==> src/rtl/snn_input_spike_encoder.sv <==
// Rate-coding front end: loads a serial pixel frame, then emits
// SPIKE_WINDOW phase-accumulator spike vectors, one every STEP_DIV clocks.
module snn_input_spike_encoder #(
    parameter int INPUT_SIZE   = 64,
    parameter int PIXEL_WIDTH  = 8,
    parameter int SPIKE_WINDOW = 16,
    parameter int STEP_DIV     = 8
) (
    input  logic                            clk,
    input  logic                            rst,
    input  logic                            abort,
    input  logic                            pix_valid,
    output logic                            pix_ready,
    input  logic [PIXEL_WIDTH-1:0]          pix_data,
    output logic [INPUT_SIZE-1:0]           spike_out,
    output logic                            spike_valid,
    output logic [$clog2(SPIKE_WINDOW)-1:0] step_idx,
    output logic                            frame_done,
    output logic                            busy
);

    localparam int CW = (INPUT_SIZE > 1) ? $clog2(INPUT_SIZE) : 1;
    localparam int DW = (STEP_DIV > 1) ? $clog2(STEP_DIV) : 1;
    localparam int SW = $clog2(SPIKE_WINDOW);

    localparam logic [CW-1:0] CNT_LAST  = CW'(INPUT_SIZE - 1);
    localparam logic [DW-1:0] DIV_LAST  = DW'(STEP_DIV - 1);
    localparam logic [SW-1:0] STEP_LAST = SW'(SPIKE_WINDOW - 1);

    typedef enum logic {
        LOAD,
        ENCODE
    } state_t;

    state_t state_q;
    state_t state_d;

    logic [CW-1:0] count_q;
    logic [DW-1:0] div_q;
    logic [SW-1:0] step_q;

    logic [PIXEL_WIDTH-1:0] pixel_q [INPUT_SIZE];
    logic [PIXEL_WIDTH-1:0] acc_q   [INPUT_SIZE];
    logic [PIXEL_WIDTH:0]   sum     [INPUT_SIZE];

    logic handshake;
    logic load_last;
    logic wrap;
    logic last_step;

    // Abort suppresses both a pixel handshake and a timestep in its cycle.
    assign handshake = pix_valid && pix_ready;
    assign load_last = handshake && (count_q == CNT_LAST);
    assign wrap      = (state_q == ENCODE) && (div_q == DIV_LAST) && !abort;
    assign last_step = wrap && (step_q == STEP_LAST);

    // Per-lane accumulate: carry out of acc+pixel is the lane's spike.
    always_comb begin
        for (int k = 0; k < INPUT_SIZE; k++) begin
            sum[k] = {1'b0, acc_q[k]} + {1'b0, pixel_q[k]};
        end
    end

    // State register.
    always_ff @(posedge clk or posedge rst) begin
        if (rst) begin
            state_q <= LOAD;
        end else begin
            state_q <= state_d;
        end
    end

    // Next-state logic: abort always returns to LOAD.
    always_comb begin
        state_d = state_q;
        if (abort) begin
            state_d = LOAD;
        end else begin
            unique case (state_q)
                LOAD:    if (load_last) state_d = ENCODE;
                ENCODE:  if (last_step) state_d = LOAD;
                default: state_d = LOAD;
            endcase
        end
    end

    // Outputs: spikes are presented only during the divider-wrap cycle.
    always_comb begin
        pix_ready   = (state_q == LOAD) && !abort;
        busy        = (state_q == ENCODE);
        spike_valid = wrap;
        frame_done  = last_step;
        step_idx    = wrap ? step_q : '0;
        spike_out   = '0;
        for (int k = 0; k < INPUT_SIZE; k++) begin
            if (wrap) spike_out[k] = sum[k][PIXEL_WIDTH];
        end
    end

    // Pixel count, clock divider and timestep counters.
    always_ff @(posedge clk or posedge rst) begin
        if (rst) begin
            count_q <= '0;
            div_q   <= '0;
            step_q  <= '0;
        end else if (abort) begin
            count_q <= '0;
            div_q   <= '0;
            step_q  <= '0;
        end else if (state_q == LOAD) begin
            if (load_last) begin
                count_q <= '0;
                div_q   <= '0;
                step_q  <= '0;
            end else if (handshake) begin
                count_q <= count_q + CW'(1);
            end
        end else begin
            if (wrap) begin
                div_q  <= '0;
                step_q <= (step_q == STEP_LAST) ? '0 : step_q + SW'(1);
            end else begin
                div_q <= div_q + DW'(1);
            end
        end
    end

    // Pixel store; values persist across frames until overwritten.
    always_ff @(posedge clk) begin
        if (handshake) pixel_q[count_q] <= pix_data;
    end

    // Phase accumulators: cleared on frame start, advanced each timestep.
    always_ff @(posedge clk or posedge rst) begin
        if (rst) begin
            for (int k = 0; k < INPUT_SIZE; k++) acc_q[k] <= '0;
        end else if (load_last) begin
            for (int k = 0; k < INPUT_SIZE; k++) acc_q[k] <= '0;
        end else if (wrap) begin
            for (int k = 0; k < INPUT_SIZE; k++) begin
                acc_q[k] <= sum[k][PIXEL_WIDTH-1:0];
            end
        end
    end

endmodule

==> config.mk <==
export PLATFORM = sky130hd
export DESIGN_NAME = snn_input_spike_encoder
export DESIGN_NICKNAME = d
export VERILOG_FILES = /design/src/rtl/snn_input_spike_encoder.sv
export SDC_FILE = /design/constraint.sdc
export NUM_CORES = 2
export LEC_CHECK = 0
export CAP_MARGIN = 10
export CORE_UTILIZATION = 53
export CTS_BUF_LIST = sky130_fd_sc_hd__clkbuf_4 sky130_fd_sc_hd__clkbuf_8
export DETAILED_ROUTE_END_ITERATION = 10
export PLACE_DENSITY = 0.69
export SETUP_SLACK_MARGIN = 0.4
export SLEW_MARGIN = 10
export SYNTH_ARGS = -nofsm -noshare
export SYNTH_HDL_FRONTEND = slang
export SYNTH_SLANG_ARGS = --single-unit
==> constraint.sdc <==
create_clock -name clk -period 48.4 [get_ports clk]
set_input_delay 14.52 -clock clk [delete_from_list [all_inputs] [get_ports clk]]
set_output_delay 14.52 -clock clk [all_outputs]
set_load 0.02 [all_outputs]
; ---- Word-level counts from Yosys, hierarchy flattened
; Memory sizes are Yosys's and may differ from the RTL's.
; Cells that the tools add are included.
; Widths: inputs -> output; s select.
[totals]
regBits = 526
latchBits = 0
mem_bits_rw = 512
mem_bits_ro = 0
word_cells = 240
memories = 1
[mem_list]
columns = memory, words, width, rd, rd_clocked_by_memory_dff, wr, line_no
row1 = pixel_q, 64, 8, 64, 0, 1, 42  ; logic [PIXEL_WIDTH-1:0] pixel_q [INPUT_SIZE];
[classes]
addsub = 67
multipliers = 0
n_div = 0
n_lt_le_gt_ge = 0
n_eq_ne = 5
shift = 0
n_mux = 86
n_bitwise = 1
reduce_logical = 12
[ops]
columns = operator, n
row1 = $mux 512, 2
row2 = $add 8x8->9, 64
row3 = $mux 1, 69
row4 = $mux 4, 6
row5 = $mux 6, 4
row6 = $mux 3, 4
row7 = $add 6x1->6 const B, 1
row8 = $eq 6x6->1 const B, 1
row9 = $logic_and 1x1->1, 6
row10 = $reduce_bool 3->1, 2
row11 = $add 4x1->4 const B, 1
row12 = $eq 4x4->1 const B, 1
row13 = $reduce_and 2->1, 2
row14 = $add 3x1->3 const B, 1
row15 = $eq 3x3->1 const B, 1
row16 = $ne 3x2->1 const B, 1
row17 = $ne 2x2->1 const B, 1
row18 = $pmux 1 s2, 1
row19 = $reduce_bool 2->1, 1
row20 = $logic_not 1->1, 1
row21 = $not 1->1, 1

; ---- Depth between registers and ports, before layout
[logic_depth]
ltp_word = 7
ltp_mapped = 12
depth_no_buf = 7

; ---- Worst setup path before layout
; Ideal clock, no wire load.
[synth_timing]
path_kind = input to output
from = in abort
to = out spike_out[58]
arrival_time_ns = 16.298
required_time_ns = 33.880
setup_slack_ns = 17.582
cell_stages = 9
cell_sequence = buf_2 nand3b_1 buf_2 inv_2 buf_2 buf_4 clkbuf_1 o21ai_0 a21oi_1
[synth_via]
elab_chain_cells = 3
[synth_lines]
columns = item, line_no
row1 = from (decl), 11  ; input logic abort,
row2 = $logic_not 1->1, 54  ; assign wrap = (state_q == ENCODE) && (div_q == DIV_LAST) && !abort;
row3 = $logic_and 1x1->1, 54
row4 = named net spike_valid, 16  ; output logic spike_valid,
row5 = $mux 1, 96  ; if (wrap) spike_out[k] = sum[k][PIXEL_WIDTH];
row6 = to (decl), 15  ; output logic [INPUT_SIZE-1:0] spike_out,
; The timed path passes the listed nets, and every way through them passes these cells.

; ---- Worst setup path in the final report
[layout_timing]
from = in abort
to = out spike_out[14]
[layout_via]
elab_chain_cells = 3
[layout_lines]
columns = item, line_no
row1 = $logic_not 1->1, 54
row2 = $logic_and 1x1->1, 54
row3 = $mux 1, 96
; Every way passes these cells.

==> flow_summary.yaml <==
clock_network:
  clock_sinks: 1038
  cts-hold-fix-buffers: 0
  h-tree-depth: 4
  cts_tree: "built"
  cts.path.max_buffers: 3
  cts_resized: 0
  clkLatencyLatePin_ns: 0.85
  root_buffer: "clkbuf_8"
  cts.clk_slew.worst_paths_ns: 0.05
  cts_buffers: 178
  postCtsSetupBuffers: 0
grt:
  grt_pass1_vias: 41274
  grt_max_degree: 197
  grt_use_met1_pct: 36.0
  met2_usage_pct: 39.7
  grt_usage_pct: 25.3
  grt-busiest-layer: "met2"
  use_met3_pct: 4.16
  grt_pass1_wl_um: 224000
  grt-ovfl-total: 0
  antenna_found_initial: 1
critical_path:
  crit_arrival_ns: 18.82
  critPathMaxFanout: 113
  r2r_slack_ns: 43.43
  end_kind: "output pin"
  worstPathRequired_ns: 33.88
  path_class: "in2out"
  cp-start-kind: "input pin"
sta:
  max_freq_mhz: 30.0
  drv_slew: 0
  fin_hold_ws_ns: 0.483
  tns_ns: 0
  finalCritPeriodShare_pct: 68.9
  hold_violations: 0
  rsz0062_at_grt: "false"
  setup_viol: 0
  skew_ns: 0.0325
  tightest_slew_ns: 1.13
  max-slew-margin-rel_pct: 24.6
  final.min_clock_period_ns: 33.34
synth:
  async_flop_share_pct: 50.7
  synth_top_cell_by_area: "edfxtp_1"
  netlist_instances: 5075
  yosys_warnings: 0
  ys.flop_type: "dfrtp_1"
  ys_top_cells_by_count: "526 x dfrtp_1, 516 x ha_1, 513 x o21ai_0"
  syn-num-nets: 5667
  yosysUniqueCellTypes: 51
  synth.most_common_cell: "dfrtp_1"
  synth_area_per_cell_sq_um: 11.3
  ys_ff_latch: 1038
  synthTopCellsByArea: "edfxtp_1 27%, dfrtp_1 23%, ha_1 11%, o21ai_0 4.5%, a211oi_1 4.1%"
  synth_edf_count: 512
  ys_seq_area_share_pct: 49.6
  syn-cell-area_sq_mm: 0.0576
  synth_top_area_share_pct: 26.7
power:
  leakage_nw: 27.9
  p_per_area_mw_per_mm2: 28.4
  max-vdd-ir-drop_uv: 24.3
drt:
  wl_per_cell_um: 20.7
  dr.pass1.iters: 5
  drcViolationCount: 0
  wirelength_um: 140000
  drtIter0Drc: 3295
  vias_per_cell: 6.29
  vias: 42539
  antenna_left: 0
placement:
  numPortBuffers: 83
  gp_congestion: 0.869
  placed_area_sq_mm: 0.0597
  dp_hpwl_um: 84700
die:
  fp.coreArea_sq_mm: 0.107
  die_x_um: 332
  io_pins: 84
  dieHeight_um: 332
  initial_core_util_pct: 53.6
  core.rowCount: 120
  dieArea_sq_mm: 0.110
finish:
  final_nets: 5800
  fillers: 8695
  utilization_pct: 59.2
  area_delta_synth_final_pct: 10.4
  fin_area_sq_mm: 0.0636
  layout-drive-gt1-share_pct: 6.80
worst_hold_path:
  hold_class: "reg2reg"
status:
  status: "finished clean"
job:
  maxCapViolCount: 0
[layout make-up]
class / instances / area (sq um) / share of cell area (%)
diodes: 4 / 10.0 / 0.0157
well taps: 1403 / 1760 / 2.76
inverters: 126 / 488 / 0.768
multi-input cells: 3751 / 27800 / 43.7
clock inverters: 35 / 287 / 0.451
repair buffers: 113 / 1110 / 1.75
clock buffers: 290 / 3570 / 5.61
flip-flops and latches: 1038 / 28500 / 44.9
[sequential cells by signal, indices dropped and copies added, names as in the netlist]
name and cells:
acc_q 512, busy 1, count_q 6, div_q 3, pixel_q 512, step_q 4
[worst max-delay path, stage by stage]
cell and delay (ns):
clkdlybuf4s50_1 0.40, buf_4 0.21, nand3b_1 0.41, inv_8 0.48
buf_12 0.52, buf_4 0.67, buf_4 0.58, o21ai_0 0.17
a21oi_1 0.17, clkdlybuf4s50_1 0.62
[kinds of logic (layout without fill, tap and decap cells)]
| group | count (synthesis) | count (layout) | share of synthesized area, % |
|---|---|---|---|
| XOR/XNOR | 130 | 130 | 1.98 |
| flip-flops | 1038 | 1038 | 49.6 |
| other | 0 | 4 | 0 |
| AND/OR/NAND/NOR | 1175 | 1175 | 10.3 |
| adder cells (fa/ha/maj) | 580 | 580 | 13.4 |
| AO/OA/AOI/OAI | 1857 | 1857 | 22.4 |
| multiplexers | 9 | 9 | 0.156 |
| buffers and inverters | 286 | 564 | 2.15 |
[routing by layer]
layer	up-vias	routed length [um]
li1	20251	-
met1	20913	64600
met2	1149	63200
met4	0	3300
met5	-	0
met3	226	8530
[layout by cell type (no fill, tap or decap), types with 56 or more instances in the layout]
cell	instances
a31oi_1	56
nor3_1	126
nand2_1	284
clkdlybuf4s50_1	75
a22o_1	191
ha_1	516
o21a_1	79
dfrtp_1	526
o21ai_0	513
a21oi_1	135
a211oi_1	312
nor2_1	272
edfxtp_1	512
a2111oi_0	127
xnor2_1	128
a21o_1	127
and3_1	128
o31ai_1	129
clkbuf_8	222
clkbuf_4	68
or3_1	130
inv_1	124
and4_1	64
fa_1	64
and2_1	66
[metrics by stage]
stage | total power, mW | setup WS [ns] | cells
6_report | 1.81 | 15.06 | 6760
5_1_grt | 1.86 | 14.79 | 6757
4_1_cts | 1.82 | 15.03 | 6756
3_5_place_dp | 0.975 | 15.07 | 6431
3_3_place_gp | 0.975 | 15.09 | 6431
2_1_floorplan | 0.956 | 17.58 | 5075
[path summary, 6_finish.rpt]
kind	from	end	cells past startpoint
min in group asynchronous	rst	acc_q[134]	2
worst min register to register	acc_q[20]	acc_q[20]	2
worst max-delay path	abort	spike_out[14]	10
worst max register to register	div_q[0]	acc_q[127]	9
max in group asynchronous	rst	acc_q[11]	4
worst min-delay path	acc_q[20]	acc_q[20]	2
[power breakdown]
group	switching, mW	internal, mW
Sequential	0.000412	0.929
Clock	0.363	0.485
Combinational	0.0254	0.00259
Total	0.389	1.42
No activity file was read; power rests on OpenSTA's default activity.
